[config.mk]
export PLATFORM = sky130hd
export DESIGN_NAME = fetch_pc_ctrl
export DESIGN_NICKNAME = d
export VERILOG_FILES = /design/src/rtl/fetch_pc_ctrl.sv
export SDC_FILE = /design/constraint.sdc
export NUM_CORES = 1
export LEC_CHECK = 0
export ABC_AREA = 1
export CORE_MARGIN = 2
export CORE_UTILIZATION = 35
export CTS_CLUSTER_DIAMETER = 150
export CTS_CLUSTER_SIZE = 30
export DETAILED_ROUTE_END_ITERATION = 12
export PLACE_DENSITY = 0.74
export SKIP_CTS_REPAIR_TIMING = 1
export SLEW_MARGIN = 40
export SYNTH_ARGS = -nofsm -noshare
export SYNTH_HDL_FRONTEND = slang
export SYNTH_SLANG_ARGS = --single-unit
[constraint.sdc]
create_clock -name clk -period 2.3 [get_ports clk]
set_clock_uncertainty 0.1 [all_clocks]
set_input_delay 0.23 -clock clk [delete_from_list [all_inputs] [get_ports clk]]
set_output_delay 0.23 -clock clk [all_outputs]
set_load 0.005 [all_outputs]
[src/rtl/fetch_pc_ctrl.sv]
// fetch_pc_ctrl: IF-stage PC select, JALR fetch hold and IF/ID register; define FETCH_PERF_CNT_EN for perf counters
module fetch_pc_ctrl #(
  parameter int size = 32,
  parameter logic [size-1:0] RESET_PC = '0
) (
  input  logic            clk,
  input  logic            reset,
  input  logic            stall,
  input  logic [size-1:0] instruction,
  input  logic [size-1:0] IMM,
  input  logic            Predicted_MPC,
  input  logic            JALR,
  input  logic            ex_redirect,
  input  logic [size-1:0] ex_target,
  output logic [size-1:0] PC,
  output logic            isValid,
  output logic [size-1:0] if_pc,
  output logic [size-1:0] if_instr,
  output logic            if_valid,
  output logic            if_pred_taken
`ifdef FETCH_PERF_CNT_EN
  ,
  output logic [31:0]     perf_fetch_cnt,
  output logic [31:0]     perf_redirect_cnt
`endif
);
  typedef enum logic {RUN, JALR_WAIT} state_t;
  localparam logic [size-1:0] NOP = size'(32'h0000_0013);
  localparam logic [size-1:0] ALIGN = ~size'(3);
  state_t state, state_next;
  logic accept;
  logic [size-1:0] pc_next;
  assign isValid = (state == RUN) & ~ex_redirect;
  assign accept = isValid & ~stall;
  always_comb begin
    pc_next = ex_redirect ? (ex_target & ALIGN) :
              (stall || state == JALR_WAIT || (accept && JALR)) ? PC :
              (accept && Predicted_MPC) ? ((PC + IMM) & ALIGN) : PC + size'(4);
    state_next = ex_redirect ? RUN : (accept && JALR) ? JALR_WAIT : state;
  end
  always_ff @(posedge clk)
    if (!reset) state <= RUN;
    else state <= state_next;
  always_ff @(posedge clk)
    if (!reset) begin
      PC <= RESET_PC;
      if_pc <= '0;
      if_instr <= NOP;
      if_valid <= 1'b0;
      if_pred_taken <= 1'b0;
    end else begin
      PC <= pc_next;
      if (ex_redirect) begin
        if_instr <= NOP;
        if_valid <= 1'b0;
        if_pred_taken <= 1'b0;
      end else if (!stall) begin
        if_pc <= PC;
        if_instr <= isValid ? instruction : NOP;
        if_valid <= isValid;
        if_pred_taken <= isValid & Predicted_MPC & ~JALR;
      end
    end
`ifdef FETCH_PERF_CNT_EN
  always_ff @(posedge clk)
    if (!reset) begin
      perf_fetch_cnt <= '0;
      perf_redirect_cnt <= '0;
    end else begin
      perf_fetch_cnt <= perf_fetch_cnt + 32'(accept);
      perf_redirect_cnt <= perf_redirect_cnt + 32'(ex_redirect);
    end
`endif
endmodule

==> metrics.md, run 1 <==
| Metric | Value |
|---|---|
| Layout cells sized above 1 | ~9.0% |
| Net Sw Frac | 30.3% |
| Synth cell types | 36 |
| Worst reg-to-reg setup slack | 0.17 ns |
| Vias in the first global route | 7551 |
| Worst Path Arrival | 1.83 ns |
| Sequential fraction of the synthesis area | approximately 29% |
| Setup tns final | 0 ns |
| Worst r2r src | PC[13] |
| Starting Density | a little over a third |
| Sequential Area | roughly 2000 sq um |
| Cells after Synth | 1131 |
| Setup CP Type | primary input to primary output |
| Max Fclk | 462 MHz |
| Worst Path Required | slightly below 2 ns |
| Detail Placement HPWL | 20.7 mm |
| Endpoints failing setup | 0 |
| Peak supply drop | around 0.32 mV |
| Row cnt | between 50 and 60 |
| WHS | around 0.34 ns |
| Mux contribution to synthesized area | 0% |
| Pre-CTS setup slack | -0.122 ns |
| Die width | around 140 um |
| Mean area per synthesized cell | around 6.0 sq um |
| CTS sink count | 99 |
| Slew Viols, Final | 0 |
| Logic pwr share | between 20% and 30% |
| Core ar. | 19300 sq um |
| GR Overflow Total | 0 |
| Global-route wire length before repair | between 30 and 40 mm |
| Setup crit end kind | primary output |
| Most frequent cells in the layout | nand2_1 (342), clkdlybuf4s50_1 (198), inv_1 (163) |
| Clk_lat worst skew | approximately 0.34 ns |
| Yosys top cell area share | ~29% |
| Die area | between 20000 and 25000 sq um |
| Hold depth | 3 |
| Total GRT Usage | between 20% and 30% |
| Multi-input gate area in the final layout | between 4000 and 5000 sq um |
| Post-route ant nets | 0 |
| Worst hold endpoint | if_instr[10] |
| Fin area | ~10000 sq um |
| Main combinational cell family by area after synthesis | simple AND/OR/NAND/NOR gates |
| Boundary Pins | approximately 200 |
| CTS H-tree lvls | 3 |
| Min-Delay Path Class | primary input to register |
| Leading cell type in the layout, fill and taps excluded | nand2_1 |
| WL final | 25.6 mm |
| Share of power burned in registers | about 39% |
| Initial antenna violation count | 0 |
| Root buffer cell | clkbuf_16 |
| DR vias/cell | roughly 4.9 |
| Slew margin rel. | a little over two thirds |
| Final period utilization | between 90% and 100% |
| Largest net degree at the start of global routing | 43 |
| Area leader, netlist | dfxtp_1 |
| Reg2Reg Depth | 12 |
| Detailed Route Iter0 Violations | 584 |
| Power per cell area | between 400 and 500 nW/um^2 |
| Compound-Gate Fraction of Synth Area | between 10% and 20% |
| Critical Path Start Type | primary input |
| Worst setup path start | ex_redirect |
| Routed wire per std cell | approximately 15 um |
| Internal Power | between 0.003 and 0.004 W |
| N_diodes | 0 |
| DR pass1 iterations | 5 |
| Max cap viols | 0 |
| Leak | 4.41 nW |
| Worst Hold Launch | instruction[10] |
| Slew @ Worst Pin | between 0.4 and 0.5 ns |
| RSZ-0062 raised after global routing | no |
| Fillers | between 1500 and 2000 |
| CTS tree | built |
| Synth Area in Simple Gates | a little under a third |
| IO Port Bufs | 198 |
| XOR/XNOR Fraction of Synth Area | about 2.8% |
| Setup ws final | 0.137 ns |
| Drt drc | 0 |
| Placed cell areas | a little under 10000 sq um |
| Clock power share | between 30 and 40% |
| Area growth, synth to finish | 46.2% |
| Top post-synthesis cells by area | dfxtp_1 (29%), nand2_1 (19%), a21oi_1 (10%) |
| Status | completed |
| Syn. warnings | 0 |
| Final-report hold violation count | 0 |
| Via count | roughly 8200 |
| Total CTS buffers | 9 |
| Routability congestion estimate | between 0.9 and 1 |
| Synthesized cell area | about 6800 sq um |
| Clock-pin slew on the worst setup and hold paths | 0.07 ns |
| Yosys reg bits | just under 100 |
| Post-synth net total | 1264 |
| Die Height | 144 um |
| Crit Reg-Reg Endpoint | PC[28] |
| Min Tclk post-route | between 2 and 2.5 ns |
| Fraction of the mapped netlist area in adder cells | 5.69% |
| CP max FO | 33 |
| Clk buf depth | 2 |
| Final #Nets | about 1500 |
| P_sw | 0.00144 W |
[through the flow]
step / instances / total power [W] / util [%]
floorplan: 1131 / 0.00251 / -
global placement: 1643 / 0.00319 / 50.0
detailed placement: 1643 / 0.00320 / 50.0
CTS: 1659 / 0.00476 / 51.6
global route: 1659 / 0.00499 / 51.7
finish: 1659 / 0.00475 / 51.7
[state kept, by name (all words and copies together) (netlist names)]
register and count:
PC 32, if_instr 32, if_pc 32, if_pred_taken 1
if_valid 1, state 1
[power groups by stage]
stage                     Combinational (W)  Clock [W]  Sequential [W]
after floorplan                    0.000609          0         0.00190
after global placement              0.00130          0         0.00189
after detailed placement            0.00131          0         0.00189
after CTS                           0.00132    0.00159         0.00185
after global routing                0.00147    0.00165         0.00186
final                               0.00133    0.00156         0.00185
[metal layers]
metal,vias up,share of wire (%),track usage (%)
li1,4138,-,-
met1,3656,45,32.7
met2,324,45,39.9
met3,43,8.1,5.60
met4,0,2.7,7.53
met5,-,0,0
[cell usage after synthesis]
| cell | number |
|---|---|
| xnor2_1 | 5 |
| nor3_2 | 1 |
| buf_1 | 4 |
| nor2_2 | 3 |
| o22ai_1 | 3 |
| dfxtp_1 | 99 |
| a21boi_0 | 1 |
| nor2_8 | 3 |
| a31oi_1 | 9 |
| nand3_2 | 1 |
| o21ai_0 | 77 |
| o21ai_1 | 7 |
| nand4_1 | 7 |
| nor4_1 | 1 |
| ha_1 | 31 |
| nor2_1 | 89 |
| clkbuf_1 | 22 |
| clkinv_1 | 1 |
| a21o_1 | 1 |
| or2_2 | 1 |
| nand2_1 | 343 |
| inv_1 | 163 |
| xor2_1 | 17 |
| buf_2 | 8 |
| buf_4 | 1 |
| nand2_2 | 2 |
| and3_1 | 1 |
| nor3_1 | 16 |
| nand3_1 | 57 |
| inv_2 | 4 |
| a22o_1 | 3 |
| a21oi_1 | 140 |
| o21bai_1 | 4 |
| buf_6 | 1 |
| nor3b_1 | 1 |
| o211ai_1 | 4 |
[how the worst max path moves through the flow]
| stage | endpoint | slack [ns] | cells after the start |
|---|---|---|---|
| global placement | PC[27] | -0.10 | 14 |
| floorplan | PC[19] | 0.41 | 15 |
| global route | PC[30] | 0.006 | 14 |
| detailed placement | PC[30] | -0.12 | 15 |
| CTS | isValid | 0.12 | 4 |
| finish | isValid | 0.14 | 4 |
[logic make-up after synthesis]
logic type,count (synthesis)
flip-flops,99
buffers and inverters,204
AND/OR/NAND/NOR,526
AO/OA/AOI/OAI,249
adder cells (fa/ha/maj),31
XOR/XNOR,22
[layout make-up]
cell class | instances | area share [%]
clock buffers | 10 | 2.40
clock inverters | 6 | 0.641
inverters | 168 | 6.33
multi-input cells | 828 | 40.8
flip-flops and latches | 99 | 20.0
well taps | 265 | 3.33
repair buffers | 283 | 26.6
[worst max-delay path: stages]
cell and delay (ns):
clkdlybuf4s50_1 0.62, buf_4 0.42, nor2_1 0.08, clkdlybuf4s50_1 0.48
Note: power is estimated with default switching activity, not from simulation.
==> run 2: changes to the inputs <==
==> constraint.sdc (replaced) <==
create_clock -name clk -period 2.77 [get_ports clk]
set_clock_uncertainty 0.1 [all_clocks]
set_input_delay 0.277 -clock clk [delete_from_list [all_inputs] [get_ports clk]]
set_output_delay 0.277 -clock clk [all_outputs]
set_load 0.005 [all_outputs]
==> run 2 against run 1 <==
  * Via count decreased by 3.8%
  * First-iteration DRC count decreased by 9.9%
  * Wire length decreased by 2.7%
  * Critical path type is now register to register
  * Largest cell class unchanged
  * Sequential power decreased by 16%
  * Combinational power decreased by 26%
  * Critical endpoint is now PC[14]
  * Setup slack improved by 0.27 ns
  * Register-to-register slack improved by 0.24 ns
  * Worst hold slack improved by 0.021 ns
  * Design area decreased by 4.9%
  * Flip-flop and latch count unchanged
==> metrics.md, run 2 (synthesis results as in run 1) <==
| Metric | Value |
|---|---|
| Status | completed |
| Clock-pin slew on the worst setup and hold paths | 0.07 ns (about the same) |
| Max Fclk | 423 MHz |
| CTS tree | built |
| Slew Viols, Final | 0 (unchanged) |
| Net Sw Frac | 30.0% (-0.30 points) |
| WHS | 0.364 ns (+0.0212 ns) |
| Global-route wire length before repair | 38.4 mm (-2.7%) |
| Layout cells sized above 1 | 3.98% (-5.1 points) |
| Layer with the highest usage | met2 |
| Min-Delay Path Class | register to register |
| Max cap viols | 0 (unchanged) |
| Leak | 4.10 nW (-7.0%) |
| Area growth, synth to finish | 39.0% |
| Drt drc | 0 (unchanged) |
| Clk buf depth | 2 (unchanged) |
| Peak supply drop | 0.245 mV (-24%) |
| Met3 Use GR | 6.23% (+0.63 points) |
| Final-report hold violation count | 0 (unchanged) |
| Worst r2r src | PC[5] |
| GR Overflow Total | 0 (unchanged) |
| Die area | 20600 sq um (unchanged) |
| Slew @ Worst Pin | 0.495 ns (+0.0465 ns) |
| Setup CP Type | register to register |
| RSZ-0062 raised after global routing | no |
| Number of instances in the placed design | 1582 (-3.7%) |
| Slew margin rel. | 67.0% (-2.9 points) |
| Biggest regs | PC: 32 flops, if_instr: 32 flops, if_pc: 32 flops |
| Detail Placement HPWL | 19.9 mm (-3.9%) |
| DR pass1 iterations | 7 (+2) |
| Final core utilization | 49.1% (-2.5 points) |
| Core ar. | 19300 sq um (unchanged) |
| Internal Power | 0.00269 W (-19%) |
| M2 GR Usage | 40.0% (+0.075 points) |
| Clk_lat worst skew | 0.35 ns (about the same) |
| Logic pwr share | 25.7% (-2.3 points) |
| Setup tns final | 0 ns (unchanged) |
| Final period utilization | a little under nine tenths |
| Largest net degree at the start of global routing | 62 (+44%) |
| Routed wire per std cell | 15.6 um (+0.99%) |
| Min Tclk post-route | approximately 2.4 ns |
| Endpoints failing setup | 0 (unchanged) |
| Routability congestion estimate | 0.948 (-2.9%) |
| Via count | 7848 (-3.8%) |
| Leading cell type in the layout, fill and taps excluded | nand2_1 |
| Clock power share | 34.1% (+1.2 points) |
| Total CTS buffers | 9 (unchanged) |
| Starting Density | 35.4% (unchanged) |
| P_sw | 0.00116 W (-20%) |
| Power per cell area | 406 nW/um^2 (-15%) |
| Worst Path Required | 2.90 ns (+0.93 ns) |
| WL final | 24.9 mm (-2.7%) |
| Die Height | 144 um (unchanged) |
| Setup crit end kind | register |
| Total GRT Usage | 24.1% (-0.58 points) |
| CTS H-tree lvls | 3 (unchanged) |
| Placed cell areas | 9170 sq um (-4.9%) |
| Worst Hold Launch | if_instr[5] |
| CP max FO | 7 (-79%) |
| IO Port Bufs | 198 (unchanged) |
| Final #Nets | 1461 (-4.0%) |
| DR vias/cell | 4.91 (-0.16%) |
| Share of power burned in registers | 40.2% (+1.1 points) |
| Worst Path Arrival | 2.49 ns (+0.66 ns) |
| Boundary Pins | 201 (unchanged) |
| Met1 GRT Util | 31.0% (-1.7 points) |
| N_diodes | 0 (unchanged) |
| Worst setup path start | PC[5] |
| Row cnt | 51 (unchanged) |
| Final cell count without fillers | 1598 (-3.7%) |
| Critical Path Start Type | register |
| Most frequent cells in the layout | nand2_1 (343), clkdlybuf4s50_1 (198), inv_1 (163) |
| Fin area | 9470 sq um (-4.9%) |
| Initial antenna violation count | 0 (unchanged) |
| CTS sink count | 99 (unchanged) |
| Post-route ant nets | 0 (unchanged) |
| Vias in the first global route | 7375 (-2.3%) |
| Die width | 144 um (unchanged) |
| Root buffer cell | clkbuf_16 |
| Detailed Route Iter0 Violations | 526 (-9.9%) |
run 2: cell types whose count changed in the layout (fill, tap and decap cells not counted), moves of 2 or more:
cell / delta
buf_4: -60
clkbuf_1: +2
dfxtp_2: -6
clkinv_2: -2
dfxtp_1: +6
o21ai_0: +2
run 2: power groups by stage:
stage                     registers, W  logic (W)  clock network [W]
final                          0.00155   0.000988            0.00131
after global routing           0.00155    0.00110            0.00139
after CTS                      0.00155   0.000986            0.00133
after detailed placement       0.00158   0.000980                  0
after global placement         0.00158   0.000974                  0
after floorplan                0.00158   0.000506                  0
run 2: worst max-delay path, cell delays in order (launching register included):
cell and delay [ns]:
dfxtp_1 0.50, ha_1 0.34, nand2_1 0.14, inv_1 0.05
a21oi_1 0.14, nand2_1 0.13, nand2_1 0.08, nand2_1 0.17
a21oi_1 0.17, o21ai_0 0.17, a21oi_1 0.19, nor2_1 0.05
run 2: path summary, 6_finish.rpt:
| check | end | slack (ns) | cells past startpoint |
|---|---|---|---|
| worst max-delay path | PC[14] | 0.41 | 11 |
| worst min-delay path | if_instr[5] | 0.36 | 2 |
| worst max register to register | PC[14] | 0.41 | 11 |
| worst min register to register | if_instr[5] | 0.36 | 2 |
run 2: layout make-up:
cell class              instances  area, sq um
fillers                      2029         9800
multi-input cells             828         4050
repair buffers                222         2170
flip-flops and latches         99         1980
inverters                     168          631
well taps                     265          332
clock buffers                  13          260
clock inverters                 3         46.3
run 2: per-stage QoR:
stage | total power, W | setup slack (ns)
2_1_floorplan | 0.00208 | 0.884
3_3_place_gp | 0.00255 | 0.218
3_5_place_dp | 0.00256 | 0.237
4_1_cts | 0.00386 | 0.459
5_1_grt | 0.00405 | 0.235
6_report | 0.00385 | 0.406
run 2: per-layer routing:
metal | vias to the layer above | part of all wire [%]
met4 | 0 | 1.9
met1 | 3499 | 44
met2 | 291 | 46
met3 | 34 | 8.5
li1 | 4024 | -
met5 | - | 0
==> run 3: changes to the inputs <==
--- a/config.mk
+++ b/config.mk
@@ -6,8 +6,8 @@
 export NUM_CORES = 1
 export LEC_CHECK = 0
 export ABC_AREA = 1
-export CORE_MARGIN = 2
 export CORE_UTILIZATION = 35
+export CTS_BUF_LIST = sky130_fd_sc_hd__clkbuf_2 sky130_fd_sc_hd__clkbuf_4 sky130_fd_sc_hd__clkbuf_8
 export CTS_CLUSTER_DIAMETER = 150
 export CTS_CLUSTER_SIZE = 30
 export DETAILED_ROUTE_END_ITERATION = 12
==> run 3 against run 2 <==
  * Utilization up 0.31 points
  * Worst hold slack worse by 0.018 ns
  * Final cell count down 0.56%
==> metrics.md, run 3 (synthesis results as in run 1) <==
| Metric | Value |
|---|---|
| Status | completed |
| Fillers | 1995 (-1.7%) |
| CP dominant cell by count | nand2_1 |
| Worst hold endpoint | if_instr[26] |
| Peak supply drop | 0.229 mV (-6.5%) |
| DR vias/cell | 4.94 (+0.52%) |
| Reg2Reg Depth | 11 (unchanged) |
| Slew Viols, Final | 0 (unchanged) |
| Detail Placement HPWL | 19.6 mm (-1.6%) |
| Routability congestion estimate | 0.928 (-2.1%) |
| Worst Path Buf+Inv | 0 (-1) |
| Global-route wire length before repair | 38.1 mm (-0.70%) |
| Starting Density | 36.1% (+0.71 points) |
| Post-route ant nets | 0 (unchanged) |
| Most frequent cells in the layout | nand2_1 (343), clkdlybuf4s50_1 (198), inv_1 (163) |
| Setup CP Type | register to register |
| Slew @ Worst Pin | 0.519 ns (+0.0240 ns) |
| Detailed Route Iter0 Violations | 527 (+0.19%) |
| Final-report hold violation count | 0 (unchanged) |
| N_diodes | 0 (unchanged) |
| Delay of the slowest cell on the worst path | 0.51 ns (about the same) |
| Max Fclk | 430 MHz (+1.6%) |
| Sequential Area | 1980 sq um (unchanged) |
| Layout cells sized above 1 | 3.84% (-0.14 points) |
| Setup tns final | 0 ns (unchanged) |
| Crit Reg-Reg Endpoint | PC[29] |
| Endpoints failing setup | 0 (unchanged) |
| Die width | 142 um (-1.4%) |
| Worst Path Required | 2.93 ns (+0.03 ns) |
| Clk_lat worst skew | 0.38 ns (+0.03 ns) |
| CTS H-tree lvls | 3 (unchanged) |
| Via count | 7844 (-0.051%) |
| Row cnt | 50 (-2.0%) |
| Critical Path Start Type | register |
| DR pass1 iterations | 7 (unchanged) |
| Worst reg-to-reg setup slack | 0.44 ns (+0.04 ns) |
| Area growth, synth to finish | 37.1% |
| Die Height | 142 um (-1.4%) |
| Min Tclk post-route | 2.33 ns (-0.0365 ns) |
| RSZ-0062 raised after global routing | no |
| Worst Hold Launch | instruction[26] |
| Worst r2r src | PC[12] |
| CTS sink count | 99 (unchanged) |
| CP max FO | 6 (-1) |
| Top Family by Delay on Critical Path | compound AO/OA/AOI/OAI gates |
| Leak | 4.05 nW (-1.4%) |
| WL final | 24.7 mm (-1.1%) |
| Routed wire per std cell | 15.5 um (-0.49%) |
| Slowest cell on crit path | dfxtp_1 |
| Clock-pin slew on the worst setup and hold paths | 0.10 ns (+0.03 ns) |
| CTS tree | built |
| Clk buf depth | 2 (unchanged) |
| IO Port Bufs | 198 (unchanged) |
| Final #Nets | 1457 (-0.27%) |
| Total CTS buffers | 9 (unchanged) |
| Pre-CTS setup slack | 0.237 ns (-0.000123 ns) |
| Boundary Pins | 201 (unchanged) |
| Final period utilization | 84.0% (-1.3 points) |
| Max cap viols | 0 (unchanged) |
| Die area | 20000 sq um (-2.8%) |
| Cell Chain, Critical Path | ha_1 > a21oi_1 > o21ai_0 > a21oi_1 > nand2_1 > nand2_1 > nand2_1 > nand2_1 > nand3_1 > nand2_1 > a21oi_1 |
| Leading cell type in the layout, fill and taps excluded | nand2_1 |
| Power per cell area | 382 nW/um^2 (-6.0%) |
| Root buffer cell | clkbuf_8 |
| Setup ws final | 0.443 ns (+0.0365 ns) |
| Worst Path Arrival | 2.49 ns (about the same) |
| Largest net degree at the start of global routing | 62 (unchanged) |
| Drt drc | 0 (unchanged) |
| Setup crit end kind | register |
| Min-Delay Path Class | primary input to register |
| Vias in the first global route | 7410 (+0.47%) |
| Initial antenna violation count | 0 (unchanged) |
| Biggest regs | PC: 32 flops, if_instr: 32 flops, if_pc: 32 flops |
| Slew margin rel. | 65.4% (-1.6 points) |
| Total GRT Usage | 24.7% (+0.65 points) |
| Multi-input gate area in the final layout | 4050 sq um (unchanged) |
| GR Overflow Total | 0 (unchanged) |
| Hold depth | 3 (+1) |
| Core ar. | 18900 sq um (-2.0%) |
==> run 3: changes by cell type in the layout (fill, tap and decap cells not counted) <==
cell        before  now
buf_4           23   19
bufinv_16        1    2
clkbuf_1         2    0
clkbuf_16        9    0
clkbuf_8         2    9
clkinv_2         0    3
clkinv_4         1    2
clkinvlp_4       1    0
==> run 3: where the power goes <==
group          internal (W)  leakage, nW  total [W]  switching, W
registers           0.00149        0.811    0.00156     0.0000710
clock network      0.000508        0.113    0.00104      0.000529
logic              0.000447         3.12   0.000973      0.000526
==> run 3: per-layer routing <==
| metal | vias to the layer above | track usage, % | share of wire, % |
|---|---|---|---|
| met5 | - | 0 | 0 |
| met4 | 0 | 9.39 | 2.5 |
| met3 | 37 | 5.97 | 9.6 |
| met2 | 306 | 41.1 | 45 |
| met1 | 3495 | 30.8 | 43 |
| li1 | 4006 | - | - |
==> run 3: worst register-to-register path: stages (launching register included) <==
cell,delay [ns]
dfxtp_1,0.51
ha_1,0.36
a21oi_1,0.26
o21ai_0,0.19
a21oi_1,0.19
nand2_1,0.13
nand2_1,0.13
nand2_1,0.06
nand2_1,0.06
nand3_1,0.09
nand2_1,0.08
a21oi_1,0.05
==> run 3: how the worst max path moves through the flow <==
stage / from / to / cells past startpoint
after global routing: PC[7] / PC[28] / 13
after global placement: IMM[7] / PC[28] / 14
final: PC[12] / PC[29] / 11
after CTS: ex_redirect / isValid / 4
after floorplan: PC[4] / PC[19] / 15
after detailed placement: IMM[7] / PC[28] / 14
==> run 3: cell type report <==
class / instances / area share [%]
tap: 260 / 3.48
multi-input combinational: 828 / 43.3
clock inverter: 7 / 0.991
sequential: 99 / 21.2
timing repair buffer: 218 / 22.9
inverter: 168 / 6.75
clock buffer: 9 / 1.33
==> run 3: through the flow <==
step	power [W]	utilization, %	instance area (sq um)	cells	hold slack [ns]
after floorplan	0.00208	-	6820	1131	0.305
final	0.00357	49.5	9350	1589	0.346
after global routing	0.00377	49.5	9350	1589	0.340
after CTS	0.00359	49.5	9350	1589	0.326
after detailed placement	0.00255	48.3	9130	1573	0.350
after global placement	0.00255	48.3	9130	1573	0.345
